$ cat src/rtl/sext_accum.sv
// -----------------------------------------------------------------------------
// sext_accum
//
// Windowed signed accumulator that sits directly after the sign-extension
// stage. It accepts M-bit signed samples over a valid/ready handshake and sums
// each group of exactly LEN accepted samples at full precision. The window
// total is presented as an S-bit result with its own valid/ready handshake.
// S = M + $clog2(LEN) is wide enough that the sum can never overflow.
//
// Optional feature macro: SEXT_ACCUM_AVG_EN
//   When it is defined, o_sum carries the rounded (half-up) window mean
//   instead of the raw sum. LEN must then be a power of two.
//
// Ports:
//   i_clk    - clock; all state updates on the rising edge
//   i_rst_n  - asynchronous active-low reset
//   i_x      - M-bit signed sample, already sign-extended
//   i_valid  - i_x is valid
//   o_ready  - a sample is accepted this cycle (depends on FSM state only)
//   o_sum    - S-bit signed window result (registered)
//   o_valid  - o_sum is valid (registered)
//   i_ready  - downstream accepts o_sum
//   o_busy   - a partial window or an unconsumed result is held (registered)
// -----------------------------------------------------------------------------
module sext_accum #(
    parameter int M   = 6,
    parameter int LEN = 4
) (
    input  logic                          i_clk,
    input  logic                          i_rst_n,
    input  logic [M-1:0]                  i_x,
    input  logic                          i_valid,
    output logic                          o_ready,
    output logic [M+$clog2(LEN)-1:0]      o_sum,
    output logic                          o_valid,
    input  logic                          i_ready,
    output logic                          o_busy
);

    localparam int S  = M + $clog2(LEN);
    localparam int CW = $clog2(LEN);

    // The LEN-th sample of a window arrives when the counter reads LEN-1.
    localparam logic [CW-1:0] LAST_COUNT = CW'(LEN - 1);

    typedef enum logic {
        ACC  = 1'b0,
        HOLD = 1'b1
    } state_t;

    state_t          state;
    logic [S-1:0]    acc;
    logic [CW-1:0]   count;

    logic [S-1:0]    x_ext;
    logic [S-1:0]    window_sum;
    logic [S-1:0]    result;

    // Sign-extend the sample to the accumulator width. S-M is always at
    // least one because LEN >= 2.
    assign x_ext      = {{(S - M){i_x[M-1]}}, i_x};

    // Running total including the sample currently on the input. On the
    // last sample of a window this is the complete window sum.
    assign window_sum = acc + x_ext;

`ifdef SEXT_ACCUM_AVG_EN
    localparam int K = CW;

    // The mean is taken with a plain arithmetic shift, so the window length
    // must be an exact power of two.
    if ((1 << K) != LEN) begin : g_len_not_pow2
        $error("sext_accum: LEN must be a power of two when averaging is enabled");
    end

    logic signed [S:0] rounded;

    // One spare bit keeps the rounding bias safe. The biased value never
    // exceeds the S-bit range, so the shifted result fits back into S bits.
    assign rounded = $signed({window_sum[S-1], window_sum}) + (S + 1)'(1 << (K - 1));
    assign result  = S'(rounded >>> K);
`else
    assign result  = window_sum;
`endif

    // Ready depends on the FSM state only. There is no combinational path
    // from i_valid or i_ready, and no sample is taken while a result is
    // pending.
    assign o_ready = (state == ACC);

    // Single FSM. In ACC it accumulates accepted samples. On the LEN-th
    // sample it latches the window result, clears the running state and
    // moves to HOLD. HOLD keeps o_sum stable until the downstream handshake.
    // Busy rises on any accept and falls only when the result is consumed.
    always_ff @(posedge i_clk or negedge i_rst_n) begin
        if (!i_rst_n) begin
            state   <= ACC;
            acc     <= '0;
            count   <= '0;
            o_sum   <= '0;
            o_valid <= 1'b0;
            o_busy  <= 1'b0;
        end else begin
            case (state)
                ACC: begin
                    if (i_valid) begin
                        o_busy <= 1'b1;
                        if (count == LAST_COUNT) begin
                            o_sum   <= result;
                            acc     <= '0;
                            count   <= '0;
                            o_valid <= 1'b1;
                            state   <= HOLD;
                        end else begin
                            acc   <= window_sum;
                            count <= count + CW'(1);
                        end
                    end
                end
                HOLD: begin
                    if (i_ready) begin
                        o_valid <= 1'b0;
                        o_busy  <= 1'b0;
                        state   <= ACC;
                    end
                end
                default: begin
                    state <= ACC;
                end
            endcase
        end
    end

endmodule

$ cat config.mk
export PLATFORM = sky130hd
export DESIGN_NAME = sext_accum
export DESIGN_NICKNAME = d
export VERILOG_FILES = /design/src/rtl/sext_accum.sv
export SDC_FILE = /design/constraint.sdc
export NUM_CORES = 1
export LEC_CHECK = 0
export ABC_CLOCK_PERIOD_IN_PS = 2240
export BUFFER_PORTS_ARGS = -buffer_cell sky130_fd_sc_hd__clkbuf_2
export CAP_MARGIN = 15
export CORE_UTILIZATION = 54
export CTS_CLUSTER_DIAMETER = 30
export DETAILED_ROUTE_END_ITERATION = 6
export GPL_ROUTABILITY_DRIVEN = 0
export GPL_TIMING_DRIVEN = 0
export PLACE_DENSITY = 0.78
export SLEW_MARGIN = 15
export SYNTH_ARGS = -nofsm -noshare
export SYNTH_HDL_FRONTEND = slang
export SYNTH_SLANG_ARGS = --single-unit
$ cat constraint.sdc
create_clock -name i_clk -period 2.24 [get_ports i_clk]
set_input_delay 0.112 -clock i_clk [delete_from_list [all_inputs] [get_ports i_clk]]
set_output_delay 0.112 -clock i_clk [all_outputs]
set_load 0.005 [all_outputs]
==> results of run 1 <==
sequential cells by signal, summed over array words and instances (netlist names):
name     cells
o_sum        8
acc          8
o_valid      1
count        2
o_busy       1
state        1
power breakdown:
group          internal [mW]  switching (mW)  leakage (nW)
Clock                 0.0695           0.115        0.0150
Combinational          0.417           0.507         0.393
Sequential             0.558           0.101         0.257
synth_stat cells:
cell type and count:
a211o_1 2, a211oi_1 1, a21o_1 2, a21oi_1 3, a22oi_1 1, and2_1 1, and3_1 1, buf_6 1
clkbuf_1 2, dfrtp_1 21, fa_1 1, ha_1 8, inv_1 7, mux2_2 3, mux2i_2 1, nand2_1 21
nand2b_1 1, nand3_1 3, nand3_2 1, nand4_1 1, nor2_1 5, nor2b_4 1, nor4_1 1, o211ai_2 1
o21ai_0 8, o21ai_2 2, o22ai_1 1, o31a_1 1, o31ai_1 6, o41ai_2 1, xnor2_1 2, xor2_1 2
worst max-delay path by stage:
stage | from | to | slack, ps | depth (start not counted)
6_report | acc[0] | o_sum[6] | 330 | 8
5_1_grt | acc[0] | acc[6] | 210 | 8
4_1_cts | acc[0] | o_sum[6] | 310 | 8
3_5_place_dp | acc[0] | o_sum[6] | 340 | 8
3_3_place_gp | acc[0] | o_sum[6] | 400 | 8
2_1_floorplan | acc[0] | acc[6] | 500 | 8
metrics by stage:
step / std cells / setup WS [ps] / cell area [sq um] / utilization, %
after floorplan: 113 / 496 / 1150 / -
after global placement: 160 / 397 / 1280 / 64.8
after detailed placement: 160 / 343 / 1280 / 64.8
after CTS: 165 / 315 / 1320 / 66.6
after global routing: 165 / 207 / 1320 / 66.6
final: 165 / 325 / 1320 / 66.6
layer usage:
| layer | part of all wire, % | routed length (um) |
|---|---|---|
| met5 | 0 | 0 |
| met4 | 2.0 | 42 |
| met3 | 2.3 | 49 |
| met2 | 48 | 1040 |
| met1 | 47 | 1010 |
logic make-up (layout without fill, tap and decap cells):
| group | count (synthesis) | after routing |
|---|---|---|
| xor gates and xnor gates | 4 | 4 |
| buffers and inverters | 10 | 35 |
| AOI/OAI and AO/OA | 29 | 29 |
| adders and majority gates | 9 | 9 |
| DFF | 21 | 21 |
| and+or+nand+nor | 36 | 36 |
| muxes | 4 | 4 |
critical path: stages (launching register included):
cell and delay (ps):
dfrtp_1 400, ha_1 220, inv_1 80, fa_1 250, nor2b_4 50, o21ai_2 120, a21oi_1 100, nor4_1 460
o31ai_1 110
final cells by class:
class	count	area (sq um)
buffer	3	18.8
fill	172	662
sequential	21	526
multi-input combinational	82	579
tap	27	33.8
clock buffer	4	26.3
inverter	7	26.3
timing repair buffer	21	110
==> results by group, run 1 <==
Logic synthesis
  • Yosys reg bits: 21
  • Post-Synthesis Cells: 113
  • Syn Area/Cell: 10.2 sq um
  • Largest family of logic cells by synthesized area: compound AO/OA/AOI/OAI gates
  • Sequential area share after synthesis: 45.7%
  • Top-area cell type share of the netlist area: 45.7%
  • Synth Area in Simple Gates: 14.6%
  • Synth cell types: 32
  • Synth top area cells: dfrtp_1 (46%), ha_1 (8.7%), nand2_1 (6.9%)
  • Synth Area in Compound Gates: 18.2%
  • Mux share of post-synthesis cell area: 4.13%
  • Post-Synth Adder-Cell Area: 10.4%
  • Mapped Area: 0.00115 sq mm
  • Net Count, Synth: 132
  • Biggest area consumer among synthesized cells: dfrtp_1
  • Synth warnings: 0
  • Xor/xnor share of the synthesized area: 3.05%

Timing
  • Fin crit period: 1910 ps
  • Final hold violations: 0
  • Max frequency: 522 MHz
  • Unrepaired setup endpoints after global routing: false
  • Final setup violation count: 0
  • Clk_skew: 8.74 ps
  • Least-Margin Pin Slew: 519 ps
  • Sum Neg Setup Slack: 0 ps
  • Max-slew violation count: 0
  • Period utilisation layout: 85.5%
  • Relative slew slack: 65.1%
  • Hold slack: 5.77 ps

Global route
  • M1 GR Usage: 28.7%
  • Total gr overflow: 0
  • GRT Max-Usage Layer: met2
  • Initial antenna violation count: 0
  • Met3 Use GR: 2.22%
  • Fraction of met2 tracks used by global routing: 34.4%
  • Largest net degree at the start of global routing: 22
  • Vias in the first global route: 759
  • First-pass GRT wire length: 3270 um
  • Total GRT Usage: 20.8%

Pwr
  • Max IR drop VDD: 0.676 mV
  • Total power: 1.77 mW
  • Lkg Pwr: 0.665 nW
  • PwrDens: 1340 mW/mm^2

Clock network
  • Post-CTS Setup Bufs: 0
  • Post-CTS Hold Buffers: 1
  • CTS root buf: clkbuf_4
  • Clk slew on worst S/H paths: 120 ps
  • CTS buffer count: 3
  • PostCTS Resize Cnt: 0
  • Clk sinks: 21
  • Clock buffer depth: 2
  • Htree depth: 1
  • Clock Latency Late Sink: 310 ps
  • CTS tree: built

Worst hold path
  • Worst Hold Depth: 2
  • Min-delay worst type: input pin to flop
  • Hold EP: state
  • Worst hold start: i_ready

Worst setup path
  • Max FO, Critical Path: 3
  • Reg2reg start: acc[0]
  • Crit. End Element: flop
  • Setup CP Type: flop to flop
  • Critical Path AT: 2100 ps
  • R2r setup slk: 330 ps
  • Startpoint Class: flop
  • R2R depth: 8
  • Reg2reg end: o_sum[6]
  • Worst EP required: 2420 ps

Drt
  • Via count: 882
  • Wirelength per Cell: 13.0 um
  • Drt drc: 0
  • Number of routed nets with antenna violations: 0
  • DR pass1 iterations: 4
  • Vias per cell: 5.35
  • Final WL: 2140 um
  • Initial DRC Count: 11

Cells and area
  • Area growth syn-to-layout: 14.8%
  • Final net count: 158
  • Most frequent cells in the layout: nand2_1 (21), dfrtp_1 (21), clkbuf_2 (20)
  • Layout cells sized above 1: 24.6%
  • Antenna diodes: 0

Die
  • Effective utilization at floorplan: 58.0%
  • I/O pin count: 21
  • Die Footprint: 0.00232 sq mm
  • # rows: 16
  • Core Region: 0.00198 sq mm
  • Die width: 48.1 um
  • Die Y: 48.1 um

Job
  • Max-Cap Viols: 0

Place
  • Port Buf Inserts: 20
  • Dpl hpwl: 1700 um

Status
  • Status: finished clean
Power figures use the tool's default switching activity.
==> inputs of run 2 (changes only) <==
ABC_AREA = 1   (was default)
==> results by group, run 2 <==
Clock network
  • Htree depth: 1
  • CTS buffer count: 3
  • Clock Latency Late Sink: 300 ps
  • Post-CTS Hold Buffers: 2
  • CTS root buf: clkbuf_4
  • Post-CTS Setup Bufs: 0
  • Clk slew on worst S/H paths: 120 ps
  • Clock buffer depth: 2
  • PostCTS Resize Cnt: 0
  • CTS tree: built
  • Clk sinks: 21

Status
  • Status: finished clean

Place
  • Cells after DPL: 188
  • Dpl hpwl: 1640 um
  • Placed instance area: 0.00128 sq mm
  • Port Buf Inserts: 20

Pwr
  • Net Switching: 706 uW
  • Max IR drop VDD: 0.801 mV
  • Sequential share of power: 38.4%
  • Clk pwr share: 10.8%
  • Logic pwr share: 50.8%
  • PwrDens: 1280 mW/mm^2
  • Total power: 1.70 mW
  • Lkg Pwr: 0.752 nW
  • Sw frac: 41.6%
  • Internal: 992 uW

Global route
  • Initial antenna violation count: 0
  • Total gr overflow: 0
  • Largest net degree at the start of global routing: 22
  • Total GRT Usage: 20.4%
  • First-pass GRT wire length: 3280 um
  • Vias in the first global route: 806

Worst setup path
  • Critical Path AT: 1890 ps
  • Crit. End Element: flop
  • Reg2reg start: acc[0]
  • R2r setup slk: 560 ps
  • Reg2reg end: acc[6]
  • R2R depth: 11
  • Max FO, Critical Path: 2
  • Startpoint Class: flop
  • Worst EP required: 2450 ps
  • Setup CP Type: flop to flop

Logic synthesis
  • Synth warnings: 0
  • Mapped Area: 0.00115 sq mm
  • Net Count, Synth: 160
  • Cell with the most instances after synthesis: nand2_1
  • Top-area cell type share of the netlist area: 45.8%
  • Biggest area consumer among synthesized cells: dfrtp_1
  • Syn Area/Cell: 8.14 sq um
  • Post-synth ARST share: 100%
  • EDFF count, synth: 0
  • Synth cell types: 22
  • Top cells by count, synth: nand2_1 (50), dfrtp_1 (21), inv_1 (16), nand3_1 (15), ha_1 (8)
  • Yosys reg bits: 21
  • Sequential area share after synthesis: 45.8%
  • Synth top area cells: dfrtp_1 (46%), nand2_1 (16%), ha_1 (8.7%)
  • Post-Synthesis Cells: 141
  • Dominant synthesized flop cell: dfrtp_1

Worst hold path
  • Worst hold start: i_valid
  • Min-delay worst type: input pin to flop
  • Worst Hold Depth: 5
  • Hold EP: o_sum[3]

Drt
  • DR pass1 iterations: 4
  • Via count: 929
  • Number of routed nets with antenna violations: 0
  • Initial DRC Count: 9
  • Final WL: 2160 um
  • Vias per cell: 4.79
  • Wirelength per Cell: 11.1 um
  • Drt drc: 0

Timing
  • Final setup violation count: 0
  • Max-slew violation count: 0
  • Least-Margin Pin Slew: 519 ps
  • Period utilisation layout: 74.9%
  • Clk_skew: 2.69 ps
  • Hold slack: 199 ps
  • Unrepaired setup endpoints after global routing: false
  • Max frequency: 596 MHz
  • Sum Neg Setup Slack: 0 ps
  • Relative slew slack: 65.4%
  • Final hold violations: 0
  • Fin crit period: 1680 ps

Die
  • Die Y: 48.1 um
  • # rows: 16
  • Die width: 48.1 um
  • Effective utilization at floorplan: 57.9%
  • Die Footprint: 0.00231 sq mm
  • Core Region: 0.00198 sq mm
  • I/O pin count: 21

Cells and area
  • Biggest regs: acc (8), o_sum (8), count (2)
  • Post-Layout Inst Area: 0.00133 sq mm
  • Most frequent cells in the layout: nand2_1 (50), dfrtp_1 (21), clkbuf_2 (20)
  • Final net count: 187
  • Layout Cells excl Fill: 194
  • Antenna diodes: 0
  • Multi-input gate area: 544 sq um
  • Fillers: 161
  • Layout cells sized above 1: 19.8%
  • Area growth syn-to-layout: 15.8%
  • Commonest non-fill, non-tap cell in the layout: nand2_1
  • Reg area: 526 sq um

Job
  • Max-Cap Viols: 0
## run 2: cell types whose count changed after synthesis, moves of 3 or more
cell | previous run | this run
nand2_1 | 21 | 50
nand3_1 | 3 | 15
inv_1 | 7 | 16
o31ai_1 | 6 | 0
mux2_2 | 3 | 0
## run 2: how the worst max path moves through the flow
stage / startpoint / to / slack, ps / cells past startpoint
floorplan: acc[0] / acc[4] / 760 / 10
global placement: acc[0] / o_sum[6] / 640 / 11
detailed placement: acc[0] / o_sum[6] / 640 / 11
CTS: acc[0] / acc[6] / 570 / 11
global route: acc[0] / acc[6] / 410 / 11
finish: acc[0] / acc[6] / 560 / 11
## run 2: cell type report
cell class | instances | share of cell area (%)
repair buffers | 22 | 9.04
clock buffers | 3 | 1.69
well taps | 27 | 2.54
multi-input cells | 100 | 41.0
inverters | 18 | 5.08
clock inverters | 1 | 0.377
flip-flops and latches | 21 | 39.5
plain buffers | 2 | 0.753
## run 2: layer usage
metal,up-vias,routed length [um],GRT usage [%]
li1,499,-,-
met5,-,0,0
met2,15,1060,35.4
met1,413,1020,27.3
met3,2,61,3.33
met4,0,14,3.89
## run 2: kinds of logic (layout without fill, tap and decap cells)
| kind of cell | count (synthesis) | after routing | share of synthesized area (%) |
|---|---|---|---|
| xor gates and xnor gates | 2 | 2 | 1.53 |
| buffers and inverters | 20 | 46 | 6.76 |
| and+or+nand+nor | 77 | 77 | 29.7 |
| DFF | 21 | 21 | 45.8 |
| adders and majority gates | 9 | 9 | 10.5 |
| AOI/OAI and AO/OA | 12 | 12 | 5.78 |
## run 2: per-stage QoR
step           setup WS, ps  util (%)
2_1_floorplan           758         -
3_3_place_gp            639      64.6
3_5_place_dp            637      64.6
4_1_cts                 570      67.0
5_1_grt                 414      67.0
6_report                563      67.0
## run 2: critical path, cell delays in order, from the launching register on
cell and delay (ps):
dfrtp_1 380, ha_1 180, inv_1 60, fa_1 400, inv_1 70, nand2_1 40, nand2_1 70, nand3b_1 100
nand2_1 80, nand2_1 60, nand3_1 70, nand2_1 50
## run 2: power groups by stage
| stage | clock network, mW | registers, mW | logic, mW |
|---|---|---|---|
| after global routing | 0.205 | 0.677 | 0.984 |
| after CTS | 0.187 | 0.655 | 0.869 |
| after detailed placement | 0 | 0.663 | 0.855 |
| final | 0.183 | 0.653 | 0.863 |
| after global placement | 0 | 0.654 | 0.836 |
| after floorplan | 0 | 0.653 | 0.623 |
==> inputs of run 3 (changes only) <==
ABC_CLOCK_PERIOD_IN_PS = 1700   (was 2240)
clock period = 1.7 ns   (was 2.24 ns; I/O delays follow)
==> results by group, run 3 (synthesis gave the netlist of run 2 again) <==
Worst setup path
  • Crit. End Element: flop
  • Max FO, Critical Path: 2
  • Most used cell, CP: nand2_1
  • CP Cell Sequence: ha_2 -> inv_2 -> fa_2 -> inv_2 -> nand2_1 -> nand2_1 -> and2_4 -> or2_1 -> nand3_1 -> nand2_1
  • Critical Path AT: 1820 ps
  • Startpoint Class: flop
  • Setup CP Type: flop to flop
  • CP max stage cell: dfrtp_1
  • Slowest stage delay, CP: 410 ps
  • R2R depth: 10
  • Worst EP required: 1910 ps

Clock network
  • CTS root buf: clkbuf_4
  • Clock buffer depth: 2
  • Htree depth: 1
  • CTS tree: built
  • CTS buffer count: 3
  • Clk sinks: 21
  • Clk slew on worst S/H paths: 120 ps
  • Clock Latency Late Sink: 300 ps

Timing
  • Period utilisation layout: 94.6%
  • Fin crit period: 1610 ps
  • Least-Margin Pin Slew: 518 ps
  • Worst setup margin: 91.7 ps
  • Final setup violation count: 0
  • Final hold violations: 0
  • Clk_skew: 2.09 ps
  • Relative slew slack: 65.4%
  • Max frequency: 622 MHz
  • Max-slew violation count: 0
  • Unrepaired setup endpoints after global routing: true

Die
  • Die width: 48.1 um
  • I/O pin count: 21
  • Effective utilization at floorplan: 57.9%
  • Core Region: 0.00198 sq mm
  • Die Y: 48.1 um
  • Die Footprint: 0.00231 sq mm
  • # rows: 16

Drt
  • Final WL: 2180 um
  • Wirelength per Cell: 11.2 um
  • Number of routed nets with antenna violations: 0
  • Via count: 934
  • Vias per cell: 4.79
  • Drt drc: 0
  • Initial DRC Count: 12
  • DR pass1 iterations: 4

Job
  • Max-Cap Viols: 0

Global route
  • Total GRT Usage: 20.4%
  • Total gr overflow: 0
  • Largest net degree at the start of global routing: 22
  • Vias in the first global route: 806
  • First-pass GRT wire length: 3280 um
  • Initial antenna violation count: 0

Cells and area
  • Layout Cells excl Fill: 195
  • Antenna diodes: 0
  • Area growth syn-to-layout: 16.9%
  • Commonest non-fill, non-tap cell in the layout: nand2_1
  • Layout cells sized above 1: 22.6%
  • Post-layout util: 67.7%
  • Fillers: 158
  • Final net count: 188
  • Biggest regs: acc (8), o_sum (8), count (2)
  • Most frequent cells in the layout: nand2_1 (50), dfrtp_1 (21), clkbuf_2 (20)

Worst hold path
  • Min-delay worst type: input pin to flop
  • Worst Hold Depth: 5

Pwr
  • PwrDens: 1690 mW/mm^2
  • Total power: 2.27 mW
  • Lkg Pwr: 0.753 nW
  • Max IR drop VDD: 1.06 mV

Place
  • Dpl hpwl: 1640 um
  • Placement Setup Slack: 96.8 ps
  • Port Buf Inserts: 20
  • Cells after DPL: 188

Status
  • Status: finished clean
run 3: cell types whose count changed in the layout (fill, tap and decap cells not counted), sizes merged:
cell and delta:
buf +1
run 3: cell type report:
cell class | instances | area, sq um | share of cell area, %
sequential | 21 | 526 | 39.2
timing repair buffer | 23 | 128 | 9.51
multi-input combinational | 100 | 549 | 41.0
inverter | 18 | 67.6 | 5.04
clock buffer | 3 | 22.5 | 1.68
buffer | 2 | 10.0 | 0.746
tap | 27 | 33.8 | 2.52
clock inverter | 1 | 5.00 | 0.373
run 3: what timing repair did:
action | 4_1_cts | 5_1_grt
endpoints found under the hold margin | 22 | 0
hold buffers | 2 | 0
setup buffers | 0 | 1
resized for setup | 0 | 4
endpoints found under the setup margin | 0 | 4
run 3: critical path: cells and delay by family, from the launching register on:
kind	cells	cell delay, ps
adders and majority gates	2	410
and+or+nand+nor	6	590
buffers and inverters	2	90
DFF	1	410
run 3: stage by stage:
step                instance area, sq um  hold slack, ps  TNS, ps
floorplan                           1150            -211        0
global placement                    1280            81.5        0
detailed placement                  1280            79.0        0
CTS                                 1330             184        0
global route                        1340             192     -118
finish                              1340             173        0
run 3: path summary, 6_finish.rpt:
kind | from | endpoint | slack (ps)
min reg2reg | o_sum[0] | o_sum[0] | 500
max | acc[0] | acc[4] | 90
max reg2reg | acc[0] | acc[4] | 90
min in group asynchronous | i_rst_n | acc[7] | 290
min | i_valid | o_sum[3] | 170
max in group asynchronous | i_rst_n | count[1] | 1070
run 3: report_power, final:
part           total (mW)  switching [mW]  internal, mW  leakage (nW)
combinational        1.17           0.661         0.509         0.477
sequential          0.860           0.128         0.732         0.259
clock               0.240           0.152        0.0878        0.0177
total                2.27           0.941          1.33         0.753
run 3: routing by layer:
metal  share of wire, %  global-route usage (%)
met1                 47                    27.3
met2                 50                    35.4
met3                2.8                    3.33
met4               0.64                    3.89
met5                  0                       0
